**config.mk**
```make
export PLATFORM = sky130hd
export DESIGN_NAME = imem_fetch_ctrl_flat
export DESIGN_NICKNAME = d
export VERILOG_FILES = /design/src/rtl/imem_pkg.sv /design/src/rtl/imem_fetch_ctrl_if.sv /design/src/rtl/imem_fetch_ctrl_assembler.sv /design/src/rtl/imem_fetch_ctrl.sv /design/src/flat_wrapper.sv
export SDC_FILE = /design/constraint.sdc
export NUM_CORES = 1
export LEC_CHECK = 0
export ABC_AREA = 1
export CAP_MARGIN = 20
export CORE_ASPECT_RATIO = 0.7
export CORE_MARGIN = 2
export CORE_UTILIZATION = 46
export DETAILED_ROUTE_END_ITERATION = 16
export DONT_BUFFER_PORTS = 1
export REMOVE_ABC_BUFFERS = 1
export SYNTH_ARGS = -nofsm -noshare
export SYNTH_HDL_FRONTEND = slang
export SYNTH_SLANG_ARGS = --single-unit
export TNS_END_PERCENT = 50
```
**constraint.sdc**
```tcl
create_clock -name clk -period 4.1 [get_ports clk]
set_clock_uncertainty 0.05 [all_clocks]
set_input_delay 0.82 -clock clk [delete_from_list [all_inputs] [get_ports clk]]
set_output_delay 0.82 -clock clk [all_outputs]
set_load 0.05 [all_outputs]
```
**src/rtl/imem_pkg.sv**
```systemverilog
// Shared types and defaults for the instruction-memory fetch controller.
package imem_pkg;

   typedef enum logic [1:0] {
      FETCH = 2'd0,
      DRAIN = 2'd1,
      HOLD  = 2'd2,
      LOAD  = 2'd3
   } fetch_state_e;

   localparam int unsigned BYTES_PER_INST = 4;
   localparam int unsigned DEF_ADDR_W     = 16;
   localparam logic [31:0] DEF_RESET_PC   = 32'h0000_0000;

   // Bit offset of byte lane idx inside a big-endian instruction word.
   function automatic int unsigned lane_lsb(input logic [1:0] idx);
      return (BYTES_PER_INST - 1 - int'(idx)) * 8;
   endfunction

endpackage

```
**src/rtl/imem_fetch_ctrl_if.sv**
```systemverilog
// Bundle of memory, loader, redirect and decode-side signals of the fetch controller.
interface imem_fetch_ctrl_if
   import imem_pkg::*;
#(
   parameter int unsigned ADDR_W = DEF_ADDR_W
);

   logic [ADDR_W-1:0] mem_addr;
   logic              mem_rd_en;
   logic [7:0]        mem_rdata;
   logic              mem_wr_en;
   logic [7:0]        mem_wdata;
   logic              ld_valid;
   logic              ld_ready;
   logic [ADDR_W-1:0] ld_addr;
   logic [7:0]        ld_data;
   logic              redirect;
   logic [31:0]       redirect_pc;
   logic              inst_valid;
   logic              inst_ready;
   logic [31:0]       inst;
   logic [31:0]       inst_pc;
   logic              busy;

   modport master (
      output mem_addr, mem_rd_en, mem_wr_en, mem_wdata,
      output ld_ready, inst_valid, inst, inst_pc, busy,
      input  mem_rdata, ld_valid, ld_addr, ld_data,
      input  redirect, redirect_pc, inst_ready
   );

   modport slave (
      input  mem_addr, mem_rd_en, mem_wr_en, mem_wdata,
      input  ld_ready, inst_valid, inst, inst_pc, busy,
      output mem_rdata, ld_valid, ld_addr, ld_data,
      output redirect, redirect_pc, inst_ready
   );

endinterface

```
**src/rtl/imem_fetch_ctrl_assembler.sv**
```systemverilog
// Byte-capture register building a 32-bit big-endian instruction from 4 memory bytes.
module inst_byte_assembler
   import imem_pkg::*;
(
   input  logic        clk,
   input  logic        clear,
   input  logic        cap_en,
   input  logic [1:0]  cap_idx,
   input  logic [7:0]  byte_in,
   output logic [31:0] word
);

   // Clear has priority; otherwise write the addressed lane when capture is enabled.
   always_ff @(posedge clk) begin
      if (clear) begin
         word <= '0;
      end else if (cap_en) begin
         word[lane_lsb(cap_idx) +: 8] <= byte_in;
      end
   end

endmodule

```
**src/rtl/imem_fetch_ctrl.sv**
```systemverilog
// Byte-wide instruction fetch controller with redirect and memory-loader arbitration.
module imem_fetch_ctrl
   import imem_pkg::*;
#(
   parameter int unsigned ADDR_W   = DEF_ADDR_W,
   parameter logic [31:0] RESET_PC = DEF_RESET_PC
) (
   input logic               clk,
   input logic               rst,
   imem_fetch_ctrl_if.master bus
);

   fetch_state_e state;
   logic [1:0]   k;
   logic [31:0]  pc;
   logic         inst_valid_q;
   logic [31:0]  inst_pc_q;
   logic         cap_en;
   logic [1:0]   cap_idx;
   logic         wr_fire;
   logic [31:0]  asm_word;

   // Byte from the read issued last cycle lands in lane k-1; DRAIN takes the last lane.
   always_comb begin
      cap_en  = 1'b0;
      cap_idx = k - 2'd1;
      if (state == FETCH && k != 2'd0) begin
         cap_en = 1'b1;
      end else if (state == DRAIN) begin
         cap_en  = 1'b1;
         cap_idx = 2'd3;
      end
   end

   inst_byte_assembler u_asm (
      .clk     (clk),
      .clear   (rst),
      .cap_en  (cap_en),
      .cap_idx (cap_idx),
      .byte_in (bus.mem_rdata),
      .word    (asm_word)
   );

   // Memory strobes are gated by rst so nothing reaches memory in a reset cycle.
   assign wr_fire       = (state == LOAD) && bus.ld_valid && !rst;
   assign bus.mem_rd_en = (state == FETCH) && !rst;
   assign bus.mem_wr_en = wr_fire;
   assign bus.mem_wdata = wr_fire ? bus.ld_data : '0;
   assign bus.mem_addr  = (state == LOAD) ? bus.ld_addr : pc[ADDR_W-1:0] + ADDR_W'(k);
   assign bus.ld_ready  = (state == LOAD) && !rst;
   assign bus.busy      = (state == FETCH || state == DRAIN) && !rst;
   assign bus.inst_valid = inst_valid_q;
   assign bus.inst      = asm_word;
   assign bus.inst_pc   = inst_pc_q;

   // Fetch FSM: redirect beats loader grant; loader is granted only at k=0 or in HOLD.
   always_ff @(posedge clk) begin
      if (rst) begin
         state        <= FETCH;
         k            <= '0;
         pc           <= RESET_PC;
         inst_valid_q <= 1'b0;
         inst_pc_q    <= '0;
      end else begin
         unique case (state)
            FETCH: begin
               if (bus.redirect) begin
                  pc <= bus.redirect_pc;
                  k  <= '0;
               end else if (k == 2'd0 && bus.ld_valid) begin
                  state <= LOAD;
               end else if (k == 2'd3) begin
                  state <= DRAIN;
                  k     <= '0;
               end else begin
                  k <= k + 2'd1;
               end
            end
            DRAIN: begin
               if (bus.redirect) begin
                  pc    <= bus.redirect_pc;
                  state <= FETCH;
                  k     <= '0;
               end else begin
                  state        <= HOLD;
                  inst_valid_q <= 1'b1;
                  inst_pc_q    <= pc;
               end
            end
            HOLD: begin
               if (bus.redirect) begin
                  // Covers redirect coinciding with accept: the new pc wins over pc+4.
                  pc           <= bus.redirect_pc;
                  state        <= FETCH;
                  k            <= '0;
                  inst_valid_q <= 1'b0;
               end else if (bus.ld_valid) begin
                  if (bus.inst_ready) begin
                     pc <= pc + BYTES_PER_INST;
                  end
                  state        <= LOAD;
                  inst_valid_q <= 1'b0;
               end else if (bus.inst_ready) begin
                  pc           <= pc + BYTES_PER_INST;
                  state        <= FETCH;
                  k            <= '0;
                  inst_valid_q <= 1'b0;
               end
            end
            LOAD: begin
               if (bus.redirect) begin
                  pc <= bus.redirect_pc;
               end
               if (!bus.ld_valid) begin
                  state <= FETCH;
                  k     <= '0;
               end
            end
            default: begin
               state <= FETCH;
               k     <= '0;
            end
         endcase
      end
   end

endmodule
```
**src/flat_wrapper.sv**
```systemverilog
// flat-port wrapper written by rule: the top's interface ports become plain ports
module imem_fetch_ctrl_flat import imem_pkg::*;
#(
   parameter int unsigned ADDR_W   = DEF_ADDR_W,
   parameter logic [31:0] RESET_PC = DEF_RESET_PC
)
  (clk, rst, bus_mem_addr, bus_mem_rd_en, bus_mem_wr_en, bus_mem_wdata, bus_ld_ready, bus_inst_valid, bus_inst, bus_inst_pc, bus_busy, bus_mem_rdata, bus_ld_valid, bus_ld_addr, bus_ld_data, bus_redirect, bus_redirect_pc, bus_inst_ready);
  imem_fetch_ctrl_if #(.ADDR_W(ADDR_W)) bus_i ();
  input logic clk;
  input logic rst;
  output wire logic [$bits(bus_i.mem_addr)-1:0] bus_mem_addr;
  output wire logic [$bits(bus_i.mem_rd_en)-1:0] bus_mem_rd_en;
  output wire logic [$bits(bus_i.mem_wr_en)-1:0] bus_mem_wr_en;
  output wire logic [$bits(bus_i.mem_wdata)-1:0] bus_mem_wdata;
  output wire logic [$bits(bus_i.ld_ready)-1:0] bus_ld_ready;
  output wire logic [$bits(bus_i.inst_valid)-1:0] bus_inst_valid;
  output wire logic [$bits(bus_i.inst)-1:0] bus_inst;
  output wire logic [$bits(bus_i.inst_pc)-1:0] bus_inst_pc;
  output wire logic [$bits(bus_i.busy)-1:0] bus_busy;
  input wire logic [$bits(bus_i.mem_rdata)-1:0] bus_mem_rdata;
  input wire logic [$bits(bus_i.ld_valid)-1:0] bus_ld_valid;
  input wire logic [$bits(bus_i.ld_addr)-1:0] bus_ld_addr;
  input wire logic [$bits(bus_i.ld_data)-1:0] bus_ld_data;
  input wire logic [$bits(bus_i.redirect)-1:0] bus_redirect;
  input wire logic [$bits(bus_i.redirect_pc)-1:0] bus_redirect_pc;
  input wire logic [$bits(bus_i.inst_ready)-1:0] bus_inst_ready;
  assign bus_mem_addr = bus_i.mem_addr;
  assign bus_mem_rd_en = bus_i.mem_rd_en;
  assign bus_mem_wr_en = bus_i.mem_wr_en;
  assign bus_mem_wdata = bus_i.mem_wdata;
  assign bus_ld_ready = bus_i.ld_ready;
  assign bus_inst_valid = bus_i.inst_valid;
  assign bus_inst = bus_i.inst;
  assign bus_inst_pc = bus_i.inst_pc;
  assign bus_busy = bus_i.busy;
  assign bus_i.mem_rdata = bus_mem_rdata;
  assign bus_i.ld_valid = bus_ld_valid;
  assign bus_i.ld_addr = bus_ld_addr;
  assign bus_i.ld_data = bus_ld_data;
  assign bus_i.redirect = bus_redirect;
  assign bus_i.redirect_pc = bus_redirect_pc;
  assign bus_i.inst_ready = bus_inst_ready;
  imem_fetch_ctrl #(.ADDR_W(ADDR_W), .RESET_PC(RESET_PC)) u_core (.clk(clk), .rst(rst), .bus(bus_i));
endmodule
```
# Word level (Yosys, flattened, before mapping)
# Cells that the tools add are included.
# totals
register_bits,101
in_bits,69
wordCells,80
# classes
n_addsub,6
n_eq_ne,14
n_shift,2
mux,32
bitwise_logic,1
n_reduce_logical,19
# ops
op,count
2-to-1 mux 32 bit,3
one-hot mux 32 bit (2 select lines),1
negation 32 -> 34 bit,1
"variable shift 8 x 34 -> 32 bit, first input constant",1
variable part select 8 x 34 -> 32 bit,1
"adder 32 x 3 -> 32 bit, second input constant",1
bitwise mux 32 bit,1
2-to-1 mux 2 bit,16
adder 16 x 2 -> 16 bit,1
2-to-1 mux 16 bit,1
one-hot mux 2 bit (4 select lines),2
"inequality test 3 bit, second input constant",4
2-to-1 mux 8 bit,1
"inequality test 2 bit, second input constant",4
logical AND 1 bit,7
"== test 2 bit, second input constant",3
2-to-1 mux 1 bit,6
AND reduction 5 bit,1
logical NOT 2 bit,2
"inequality test 4 bit, second input constant",1
AND reduction 2 bit,2
AND reduction 4 bit,1
nonzero test 2 bit,2
AND reduction 3 bit,1
other kinds (10),10

# Longest topological paths before layout
# Gate-level depths: netlist of the first run.
# logic_depth
word_depth,7
mapped_depth,12
ltp_nobuf,10

# Cells and area by module
# Synthesis of the first run repeated with hierarchy kept, for this count alone.
# hier_totals
cells_unflattened,844
area_unflattened_um2,5505.3
# modules_own_cells
module,n_inst,cells_each,area_per_inst_um2
imem_fetch_ctrl,1,655,4150.2
inst_byte_assembler,1,189,1355.0

# Least setup slack after synthesis of the first run
# OpenSTA, ideal clock, no wires.
# synth_timing
path_kind,input to output
start,in rst
end,out bus_mem_wdata[0]
arrival_time_ns,2.697
t_required_ns,3.230
path_slack_ns,0.533
stages,4
cell_sequence,clkbuf_1 nor2_1 inv_1 nor2_1
# synth_between
elab_chain_cells,3
# synth_rtl
element,line,rtl
"start, declared",flat_wrapper.sv:10,input logic rst;
logical NOT 1 bit,imem_fetch_ctrl.sv:45,assign wr_fire = (state == LOAD) && bus.ld_valid && !rst;
logical AND 1 bit,imem_fetch_ctrl.sv:45,
net bus_mem_wr_en,flat_wrapper.sv:13,output wire logic [$bits(bus_i.mem_wr_en)-1:0] bus_mem_wr_en;
2-to-1 mux 8 bit,imem_fetch_ctrl.sv:48,assign bus.mem_wdata = wr_fire ? bus.ld_data : '0;
"end, declared",flat_wrapper.sv:14,output wire logic [$bits(bus_i.mem_wdata)-1:0] bus_mem_wdata;
# The timed path passes the listed nets, and every way through them passes these cells.

# Worst setup path after layout of the first run
# layout_timing
start,reg u_core.k[0]
end,out bus_mem_addr[14]
# layout_between
elab_chain_cells,2
# layout_rtl
element,line,rtl
"start, declared",imem_fetch_ctrl.sv:14,logic [1:0] k;
"start signal, assigned",imem_fetch_ctrl.sv:76,k <= k + 2'd1;
adder 16 x 2 -> 16 bit,imem_fetch_ctrl.sv:49,assign bus.mem_addr = (state == LOAD) ? bus.ld_addr : pc[ADDR_W-1:0] + ADDR_W'(k);
2-to-1 mux 16 bit,imem_fetch_ctrl.sv:49,
"end, declared",flat_wrapper.sv:11,output wire logic [$bits(bus_i.mem_addr)-1:0] bus_mem_addr;
# No other way between the ends.

==> flow_summary.json, run 1 <==
{
  "status": "complete, no violations",
  "fin_util_pct": 51.36,
  "synth_cell_type_count": 39,
  "cts_root_buffer": "clkbuf_16",
  "regArea_sq_um": 2022,
  "synth_edf_count": 0,
  "clk_path_buf_depth": 2,
  "rsz0062_at_grt": "no",
  "seqPwrFrac_pct": 42.9,
  "fin_cells": 985,
  "leakagePower_nw": 2.377,
  "setup_tns_ns": 0,
  "placementRows": 33,
  "slowest_stage": "fa_1",
  "grt_max_degree": 51,
  "cp-end-kind": "output pin",
  "powerDensity_nw_per_um2": 638.8,
  "initial_core_util_pct": 46.77,
  "synth.top_cells.by_count": "nor2_1 (150), nand2_1 (143), dfxtp_1 (101)",
  "pwr-share-comb_pct": 34.8,
  "power.switching_mw": 1.889,
  "clk_pin_slew_ns": 0.07,
  "async_reset_ff_share_pct": 0,
  "fp.dieH_um": 95.03,
  "tightest_slew_ns": 0.9359,
  "grt_overflow": 0,
  "grt_pass1_wl_um": 26360,
  "ctsHoldBuffers": 0,
  "crit_fanout": 6,
  "p_int_mw": 1.932,
  "peakVddDrop_v": 0.0003338,
  "fin_crit_ns": 3.313,
  "grtUsageTotal_pct": 26.55,
  "worstSkewPairLatency_ns": 0.35,
  "dp_cells": 969,
  "hp-class": "reg -> reg",
  "synth_top_cell_area_share_pct": 37.13,
  "r2r-start": "u_core.k[0]$_SDFFE_PP0P_",
  "fp.dieW_um": 134.0,
  "synth_flop_cell": "dfxtp_1",
  "core_sq_um": 11640,
  "yosysWarnings": 0,
  "die-area_sq_um": 12740,
  "fill_cells": 1206,
  "grt_pass1_vias": 4944,
  "cts_tree": "built",
  "p_clk_share_pct": 22.4,
  "multiInputGateArea_sq_um": 2958,
  "drtAntennaViolNets": 0,
  "pin_count": 162,
  "fmax_mhz": 301.8,
  "synth_area_per_cell_sq_um": 6.624,
  "wl_um": 17010,
  "synth.most_common_cell": "nor2_1",
  "synthCells": 822,
  "r2r_slack_ns": 1.46,
  "hold_ws_ns": 0.4348,
  "area_growth_pct": 9.835,
  "path_class": "reg -> out",
  "swShare_pct": 49.44,
  "synthesis.area_sq_um": 5445,
  "cts.sinks": 101,
  "dp_hpwl_um": 12300,
  "antenna_found_initial": 0,
  "finalPower_mw": 3.820,
  "h-tree-depth": 3,
  "diodes": 0,
  "drive_gt1_share_pct": 8.937,
  "ys_ff_latch": 101,
  "max_stage_delay_ns": 0.52,
  "vias_per_cell": 5.619,
  "ctsResizeCount": 0,
  "final_max_slew_viol_count": 0,
  "place_congestion": 0.9265,
  "netlist.top_cell.by_area": "dfxtp_1",
  "cts_setup_buffers": 0,
  "finalHoldViolations": 0,
  "finalSetupViolations": 0,
  "critPathLaunch": "u_core.k[0]$_SDFFE_PP0P_",
  "endpoint": "bus_mem_addr[14]",
  "r2r-end": "u_core.u_asm.word[15]$_SDFFE_PP0P_",
  "drc_errors": 0,
  "period_share_pct": 80.81,
  "max_slew_margin_pct": 37.38,
  "r2r_cells": 9,
  "nNetsFinal": 904,
  "arrival_ns": 2.44,
  "maxCapViolations": 0,
  "start_kind": "flip-flop",
  "path_cells": "ha_1, inv_1, fa_1, inv_1, nand2_1, nor2_1, nand2_1, a31oi_1, buf_4",
  "numPortBuffers": 0,
  "yosysSeqAreaShare_pct": 37.13,
  "crit_required_ns": 3.23,
  "drtIter0Drc": 489,
  "wl_per_cell_um": 17.26,
  "ys_top_cells_by_area": "dfxtp_1 (37%), nor2_1 (10%), nand2_1 (9.9%)",
  "vias": 5535,
  "cts_buffers": 9,
  "firstDrtPassIters": 5
}
-- kinds of logic (layout without fill, tap and decap cells) --
kind of cell / after synthesis / count (layout) / synth area share, %
fa+ha+maj: 12 / 12 / 2.895
xor+xnor: 10 / 10 / 1.608
flops: 101 / 101 / 37.13
buf+inv: 118 / 124 / 8.640
simple gates: 388 / 388 / 30.38
compound gates: 193 / 193 / 19.35
-- flip-flops by register name, indices dropped and copies added, names as in the netlist --
register               flops
u_core.state               2
u_core.u_asm.word         32
u_core.k                   2
u_core.bus.inst_pc        32
u_core.bus.inst_valid      1
u_core.pc                 32
-- metal layers --
metal | GRT usage (%) | up-vias | part of all wire (%)
met5 | 0 | - | 0
met4 | 5.789 | 0 | 1.4
met3 | 6.486 | 19 | 9.3
met2 | 39.49 | 238 | 41
met1 | 38.97 | 2556 | 49
li1 | - | 2722 | -
-- final cells by class --
type	count	area share (%)
Tap cell	157	3.285
Clock inverter	7	1.151
Multi-Input combinational cell	603	49.46
Timing Repair Buffer	28	3.515
Sequential cell	101	33.81
Inverter	80	5.021
Clock buffer	9	3.766
-- worst max-delay path: cells and delay by family, from the launching register on --
kind,cells,cell delay [ns]
and+or+nand+nor,3,0.29
buffers and inverters,3,0.43
adders and majority gates,2,0.73
AOI/OAI and AO/OA,1,0.21
DFF,1,0.44
-- layout by cell type (no fill, tap or decap), types with 2 or more instances in the layout --
cell type,netlist,layout
nand3b_1,3,3
nor2_1,150,150
clkbuf_16,0,9
o21ai_1,26,30
nand2_2,6,6
nor2_4,3,4
a31oi_1,6,6
inv_6,0,2
clkinvlp_4,0,2
ha_1,11,11
clkinv_1,1,2
inv_2,11,11
dfxtp_1,101,101
o221ai_1,7,7
o211ai_1,8,8
inv_1,68,67
a21oi_1,74,74
nand3_1,32,32
nor3_1,18,18
nand2_1,143,143
buf_4,1,28
o21a_1,3,3
nand4_1,16,16
o21ai_0,60,56
a41oi_1,2,2
nor2_2,8,7
xor2_1,6,6
or3_1,8,8
xnor2_1,4,4
-- power groups by stage --
stage | clock network, mW | logic [mW] | registers (mW)
global placement | 0 | 1.27 | 1.65
detailed placement | 0 | 1.30 | 1.66
finish | 0.854 | 1.33 | 1.64
floorplan | 0 | 0.983 | 1.62
CTS | 0.873 | 1.31 | 1.64
global route | 0.899 | 1.49 | 1.66
-- worst min-delay path by stage --
stage / from / to / slack (ns) / cells past startpoint
5_1_grt: u_core.pc[31]$_SDFFE_PP0P_ / u_core.pc[31]$_SDFFE_PP0P_ / 0.46 / 2
2_1_floorplan: u_core.pc[31]$_SDFFE_PP0P_ / u_core.pc[31]$_SDFFE_PP0P_ / 0.40 / 2
6_report: u_core.pc[31]$_SDFFE_PP0P_ / u_core.pc[31]$_SDFFE_PP0P_ / 0.43 / 2
3_3_place_gp: u_core.pc[31]$_SDFFE_PP0P_ / u_core.pc[31]$_SDFFE_PP0P_ / 0.41 / 2
3_5_place_dp: u_core.pc[31]$_SDFFE_PP0P_ / u_core.pc[31]$_SDFFE_PP0P_ / 0.42 / 2
4_1_cts: u_core.pc[31]$_SDFFE_PP0P_ / u_core.pc[31]$_SDFFE_PP0P_ / 0.43 / 2
-- metrics by stage --
| stage | worst slack, ns | cell area [sq um] |
|---|---|---|
| 3_5_place_dp | 1.158 | 5687 |
| 3_3_place_gp | 1.246 | 5687 |
| 4_1_cts | 0.7703 | 5981 |
| 2_1_floorplan | 0.5576 | 5275 |
| 6_report | 0.7869 | 5981 |
| 5_1_grt | 0.5933 | 5981 |
Note: power is estimated with default switching activity, not from simulation.
==> run 2, diff against run 1 <==
==> constraint.sdc (replaced) <==
create_clock -name clk -period 2.7 [get_ports clk]
set_clock_uncertainty 0.05 [all_clocks]
set_input_delay 0.54 -clock clk [delete_from_list [all_inputs] [get_ports clk]]
set_output_delay 0.54 -clock clk [all_outputs]
set_load 0.05 [all_outputs]
==> run 2 against run 1 <==
  * Sequential cell count did not move
  * First-iteration DRC count fell by 4.1%
  * Highest routed layer unchanged
  * Wire length fell by 0.28%
  * Critical path depth fell by 1
  * Critical endpoint is now bus_mem_addr[4]
  * Sequential power rose by 51%
  * Design area rose by 3.3%
==> flow_summary.json, run 2 (synthesized netlist as in run 1, its figures left out) <==
{
  "nNetsFinal": 921,
  "path_class": "reg -> out",
  "setup_tns_ns": 0,
  "cts.sinks": 101,
  "crit_fanout": 3,
  "final_max_slew_viol_count": 0,
  "cp-end-kind": "output pin",
  "fp.dieH_um": 95.03,
  "arrival_ns": 2.06,
  "area_growth_pct": 13.44,
  "fmax_mhz": 377.9,
  "die-area_sq_um": 12740,
  "finalSetupViolations": 0,
  "clk_pin_slew_ns": 0.07,
  "grt_overflow": 0,
  "crit_required_ns": 2.11,
  "drtAntennaViolNets": 0,
  "wl_per_cell_um": 16.92,
  "leakagePower_nw": 2.472,
  "period_share_pct": 98.01,
  "finalHoldViolations": 0,
  "path_cells": "ha_4, inv_4, fa_2, nor2_4, buf_4, nand2_1, a31oi_1, buf_4",
  "cts_buffers": 9,
  "drtIter0Drc": 469,
  "cts_tree": "built",
  "peakVddDrop_v": 0.0005260,
  "fp.dieW_um": 134.0,
  "worstSkewPairLatency_ns": 0.35,
  "pin_count": 162,
  "placementRows": 33,
  "vias_per_cell": 5.596,
  "layout_commonest_cell": "nor2_1",
  "max_stage_delay_ns": 0.43,
  "hp-class": "in -> reg",
  "start_kind": "flip-flop",
  "grt_pass1_wl_um": 26450,
  "status": "complete, no violations",
  "wl_um": 16960,
  "vias": 5607,
  "diodes": 0,
  "drc_errors": 0,
  "drive_gt1_share_pct": 12.66,
  "cts_root_buffer": "clkbuf_16",
  "initial_core_util_pct": 46.77,
  "firstDrtPassIters": 5,
  "numPortBuffers": 0,
  "dp_hpwl_um": 12460,
  "place_congestion": 0.9218,
  "powerDensity_nw_per_um2": 954.2,
  "core_sq_um": 11640,
  "slowest_stage": "fa_2",
  "clk_path_buf_depth": 2,
  "fin_crit_ns": 2.646,
  "ctsHoldBuffers": 0,
  "fin_util_pct": 53.05,
  "cpMostUsedCell": "buf_4",
  "fill_cells": 1194,
  "final_cell_mix": "nor2_1 (145), nand2_1 (141), dfxtp_1 (98), a21oi_1 (73), inv_1 (65)",
  "grt_pass1_vias": 5059,
  "tightest_slew_ns": 0.5741,
  "max_slew_margin_pct": 61.67,
  "grtUsageTotal_pct": 26.48,
  "rsz0062_at_grt": "yes",
  "h-tree-depth": 3,
  "maxCapViolations": 0,
  "antenna_found_initial": 0,
  "grt_max_degree": 51
}
## run 2: cell count changes in the layout (fill, tap and decap cells not counted), sizes merged
cell | previous run | this run
inv | 81 | 83
clkinv | 4 | 3
clkinvlp | 2 | 1
buf | 28 | 45
## run 2: worst max-delay path: cells and delay by family (launching register included)
| kind | cells | cell delay, ns |
|---|---|---|
| compound gates | 1 | 0.20 |
| fa+ha+maj | 2 | 0.58 |
| flops | 1 | 0.36 |
| simple gates | 2 | 0.18 |
| buf+inv | 3 | 0.39 |
## run 2: layer usage
layer | vias to the layer above | wire length (um) | track usage (%)
li1 | 2754 | - | -
met1 | 2580 | 8272 | 38.28
met2 | 250 | 6828 | 38.12
met3 | 23 | 1621 | 8.028
met4 | 0 | 236 | 7.281
met5 | - | 0 | 0
## run 2: where the power goes
group,leakage [nW],switching [mW],internal (mW)
sequential,0.827,0.743,1.73
clock,0.144,0.643,0.657
combinational,1.50,1.47,0.643
## run 2: layout make-up
class / instances / area (sq um) / area share [%]
Multi-Input combinational cell: 603 / 3005 / 48.65
Inverter: 80 / 302.8 / 4.902
Timing Repair Buffer: 45 / 349.1 / 5.651
Clock buffer: 9 / 225.2 / 3.646
Sequential cell: 101 / 2026 / 32.79
Clock inverter: 7 / 72.57 / 1.175
Tap cell: 157 / 196.4 / 3.180
## run 2: timing repair
item / CTS / global route
endpoints found under the setup margin: 6 / 10
pin swaps: 3 / 8
gates resized for setup: 6 / 17
setup buffers: 1 / 3
hold endpoints to repair: 0 / 0
## run 2: final timing paths
kind	from	end	slack, ns	depth (start not counted)
max	u_core.pc[0]$_SDFFE_PP0P_	bus_mem_addr[4]	0.05	8
min	rst	u_core.bus.inst_pc[0]$_SDFFE_PP0P_	0.21	1
max reg2reg	u_core.k[0]$_SDFFE_PP0P_	u_core.u_asm.word[13]$_SDFFE_PP0P_	0.27	11
min reg2reg	u_core.pc[31]$_SDFFE_PP0P_	u_core.pc[31]$_SDFFE_PP0P_	0.43	2
## run 2: through the flow
step	std cells	setup slack, ns	hold slack [ns]	total power, mW	cell area, sq um
6_report	1002	0.05365	0.2097	5.894	6177
5_1_grt	1002	-0.04282	0.1903	6.273	6177
4_1_cts	999	-0.01328	0.1912	5.883	6105
3_5_place_dp	982	0.1511	0.4145	4.562	5784
3_3_place_gp	982	0.2325	0.4129	4.522	5784
2_1_floorplan	784	-0.4535	0.4024	3.947	5275
==> edit 1, RTL diff (settings of run 1) <==
Re-encode `fetch_state_e` (4 states) as one-hot, 4 bits wide.
--- a/src/rtl/imem_pkg.sv
+++ b/src/rtl/imem_pkg.sv
@@ -2,9 +2,9 @@
 package imem_pkg;
 
-   typedef enum logic [1:0] {
-      FETCH = 2'd0,
-      DRAIN = 2'd1,
-      HOLD  = 2'd2,
-      LOAD  = 2'd3
+   typedef enum logic [3:0] {
+      FETCH = 4'b0001,
+      DRAIN = 4'b0010,
+      HOLD  = 4'b0100,
+      LOAD  = 4'b1000
    } fetch_state_e;
 
Check against the original RTL: no difference found for any inputs over 4 cycles, from zero or initial values and one cycle with rst high; so few cycles prove little.
==> edit 1 against run 1 <==
- synthesized area is 10% higher
- setup slack got worse by 180 ps
- cell area rose by 7.2%
- power up 19%
- routed wire length grew 4.9%
- sequential cell count up 2
- fmax decreased by 5.2%
- critical endpoint is now bus_mem_wdata[6]
- largest cell class unchanged
==> edit 1: results (changes against run 1) <==
stage,metric,value,unit,change
setup_path,path_max_fanout,27,,was 6
logic_synthesis,synth_common_cells,"252 x sky130_fd_sc_hd__nand2_1, 125 x sky130_fd_sc_hd__nor2_1, 103 x sky130_fd_sc_hd__dfxtp_1",,"was 150 x sky130_fd_sc_hd__nor2_1, 143 x sky130_fd_sc_hd__nand2_1, 101 x sky130_fd_sc_hd__dfxtp_1"
final_layout,multi_input_area,3420,µm²,was 2960 µm²
setup_path,crit_path_top_delay_cell,sky130_fd_sc_hd__inv_2,,was sky130_fd_sc_hd__fa_1
logic_synthesis,yosysSeqAreaShare,0.344,,was 0.371
logic_synthesis,mappedNetlistArea,5990,µm²,was 5450 µm²
run_status,run_status,"finished, final reports clean",,unchanged
routing,drt-vias-per-instance,5.51,,was 5.62
power_and_ir_drop,ir_worst_vdd,0.000271,V,was 0.000334 V
placement,placed_cell_area,6090,µm²,was 5690 µm²
placement,dp_slack,985,ps,was 1160 ps
placement,gp_routability_congestion,0.895,,was 0.927
logic_synthesis,postSynthAreaPerCell,6.65,µm²,was 6.62 µm²
routing,finalWirelength,17800,µm,was 17000 µm
final_layout,seq-cell-share,0.322,,was 0.338
power_and_ir_drop,power_density,709,nW/µm²,was 639 nW/µm²
final_layout,clkCellAreaFrac,0.0500,,was 0.0492
sta,max_slew_margin,0.340,,was 0.374
logic_synthesis,netlist_top_cells_area,"sky130_fd_sc_hd__dfxtp_1 34%, sky130_fd_sc_hd__nand2_1 16%, sky130_fd_sc_hd__nor2_1 7.8%",,"was sky130_fd_sc_hd__dfxtp_1 37%, sky130_fd_sc_hd__nor2_1 10%, sky130_fd_sc_hd__nand2_1 9.9%"
power_and_ir_drop,static-leakage-power,0.00245,µW,was 0.00238 µW
grt,grt_max_degree,85,,was 51
final_layout,buffers_excl_clock,20,,was 28
final_layout,layout.nets,973,,was 904
final_layout,multiInputCombCellCount,690,,was 603
grt,grt_usage,0.253,,was 0.266
placement,numPlacedInstances,1044,,was 969
placement,dp.final_hpwl,12900,µm,was 12300 µm
grt,first_global_vias,5323,,was 4944
logic_synthesis,netlist-cell-type-count,40,,was 39
final_layout,final_layout_size_suffix_gt1_frac,0.0969,,was 0.0894
grt,grt_pass1_wl,28200,µm,was 26400 µm
==> edit 1: power by group <==
group	total [µW]	internal (µW)	switching, µW
combinational	1890	549	1340
clock	931	495	436
sequential	1720	1200	523
total	4550	2240	2300
==> edit 1: cells by family after synthesis <==
kind of cell	count (synthesis)	share of synthesized area
compound gates	154	0.144
xor+xnor	16	0.0234
simple gates	509	0.379
buf+inv	108	0.0850
fa+ha+maj	11	0.0242
flops	103	0.344
==> edit 1: layer usage <==
layer,share of wire,track usage
met5,0,0
met4,0.0071,0.0490
met2,0.42,0.377
met3,0.075,0.0602
met1,0.50,0.376
==> edit 1: final timing paths <==
kind                     endpoint       startpoint  cells past startpoint  slack [ps]
max              bus_mem_wdata[6]  u_core.state[3]                     10         610
min                 u_core.pc[31]    u_core.pc[31]                      2         470
max reg2reg  u_core.u_asm.word[6]  u_core.state[1]                      9        1190
min reg2reg         u_core.pc[31]    u_core.pc[31]                      2         470
==> edit 2, RTL diff (flow settings as in run 1) <==
Made on the original files. Set the package constant `DEF_ADDR_W` to 17 (it was 16).
--- a/src/rtl/imem_pkg.sv
+++ b/src/rtl/imem_pkg.sv
@@ -10,5 +10,5 @@
 
    localparam int unsigned BYTES_PER_INST = 4;
-   localparam int unsigned DEF_ADDR_W     = 16;
+   localparam int unsigned DEF_ADDR_W     = 17;
    localparam logic [31:0] DEF_RESET_PC   = 32'h0000_0000;
 
Ports: changed (resized bus_ld_addr and bus_mem_addr); port bits go from 162 to 164. No check against the original RTL was run, so the function may have changed too.
==> edit 2 against run 1 <==
- global-route usage up 0.38 points
- cell area up 1.8%
- fmax down 2.6%
- sequential share of layout area down 0.58 points
- sequential cell count is the same
- synthesized area increased by 2.3%
- power down 1.1%
- utilization increased by 0.35 points
- final cell count grew 1.6%
- routed wire length is 3.9% higher
- setup slack worse by 90 ps
- largest cell class unchanged
==> edit 2: results (changes against run 1) <==
stage,metric,value,unit,change
final_layout,seq-cell-share,0.332,,was 0.338
final_layout,clkbuf_count,11,,was 9
grt,antenna_found_initial,1,,was 0
placement,numPlacedInstances,985,,was 969
run_status,run_status,"finished, final reports clean",,unchanged
final_layout,non_clock_inverter_count,82,,was 80
power_and_ir_drop,netSwitchingFraction,0.488,,was 0.494
routing,detailedRoute.firstIterationViolations,401,,was 489
power_and_ir_drop,clkPwrFrac,0.228,,was 0.224
setup_path,max_stage_delay,460,ps,was 520 ps
logic_synthesis,synth_common_cells,"157 x sky130_fd_sc_hd__nand2_1, 147 x sky130_fd_sc_hd__nor2_1, 101 x sky130_fd_sc_hd__dfxtp_1",,"was 150 x sky130_fd_sc_hd__nor2_1, 143 x sky130_fd_sc_hd__nand2_1, 101 x sky130_fd_sc_hd__dfxtp_1"
placement,dp_slack,1090,ps,was 1160 ps
logic_synthesis,netlist-cell-type-count,46,,was 39
placement,gp_routability_congestion,0.930,,was 0.927
logic_synthesis,netlist_top_cells_area,"sky130_fd_sc_hd__dfxtp_1 36%, sky130_fd_sc_hd__nand2_1 11%, sky130_fd_sc_hd__nor2_1 9.9%",,"was sky130_fd_sc_hd__dfxtp_1 37%, sky130_fd_sc_hd__nor2_1 10%, sky130_fd_sc_hd__nand2_1 9.9%"
routing,num_vias,5490,,was 5535
power_and_ir_drop,ir_worst_vdd,0.000435,V,was 0.000334 V
final_layout,buffer_area_frac,0.0345,,was 0.0351
routing,finalWirelength,17700,µm,was 17000 µm
grt,first_global_vias,4851,,was 4944
final_layout,multi_input_area_share,0.502,,was 0.495
setup_path,worst_ep_arrival_time,2530,ps,was 2440 ps
grt,grt_pass1_wl,26800,µm,was 26400 µm
placement,dp.final_hpwl,12900,µm,was 12300 µm
setup_path,reg2reg_slack,1520,ps,was 1460 ps
setup_path,path_max_fanout,5,,was 6
routing,wire_per_inst,17.7,µm,was 17.3 µm
final_layout,final_layout_size_suffix_gt1_frac,0.0948,,was 0.0894
final_layout,clkCellAreaFrac,0.0483,,was 0.0492
sta,final_critical_path_setup_slack,697,ps,was 787 ps
logic_synthesis,postSynthAreaPerCell,6.67,µm²,was 6.62 µm²
final_layout,layout.nets,921,,was 904
logic_synthesis,yosysSeqAreaShare,0.363,,was 0.371
[edit 2: cell count changes in the layout (fill, tap and decap cells not counted), moves of 4 or more]
| cell | before | now |
|---|---|---|
| sky130_fd_sc_hd__nand2_1 | 143 | 157 |
| sky130_fd_sc_hd__a21oi_1 | 74 | 65 |
| sky130_fd_sc_hd__o21ai_1 | 30 | 21 |
| sky130_fd_sc_hd__nand4_1 | 16 | 12 |
| sky130_fd_sc_hd__nor3_1 | 18 | 25 |
| sky130_fd_sc_hd__nand3_1 | 32 | 41 |
| sky130_fd_sc_hd__nand2_2 | 6 | 2 |
| sky130_fd_sc_hd__o21ai_0 | 56 | 62 |
[edit 2: routing by layer]
| layer | wire [µm] | vias to the layer above | global-route usage |
|---|---|---|---|
| li1 | - | 2763 | - |
| met1 | 8890 | 2504 | 0.400 |
| met2 | 7240 | 205 | 0.396 |
| met3 | 1390 | 16 | 0.0642 |
| met4 | 124 | 2 | 0.0538 |
| met5 | 10 | - | 0 |
[edit 2: cell families after synthesis]
| kind of cell | share of synthesized area |
|---|---|
| AOI/OAI and AO/OA | 0.172 |
| xor gates and xnor gates | 0.0173 |
| adders and majority gates | 0.0283 |
| buffers and inverters | 0.0894 |
| DFF | 0.363 |
| and+or+nand+nor | 0.330 |
[edit 2: metrics by stage]
step | util | cell area (µm²) | hold slack [ps]
2_1_floorplan | - | 5390 | 402
3_3_place_gp | 0.492 | 5790 | 413
3_5_place_dp | 0.492 | 5790 | 417
4_1_cts | 0.517 | 6090 | 429
5_1_grt | 0.517 | 6090 | 443
6_report | 0.517 | 6090 | 428
[edit 2: final timing paths]
path | startpoint | to
max | u_core.k[0] | bus_mem_addr[14]
min | u_core.pc[31] | u_core.pc[31]
max reg2reg | u_core.k[0] | u_core.u_asm.word[14]
min reg2reg | u_core.pc[31] | u_core.pc[31]
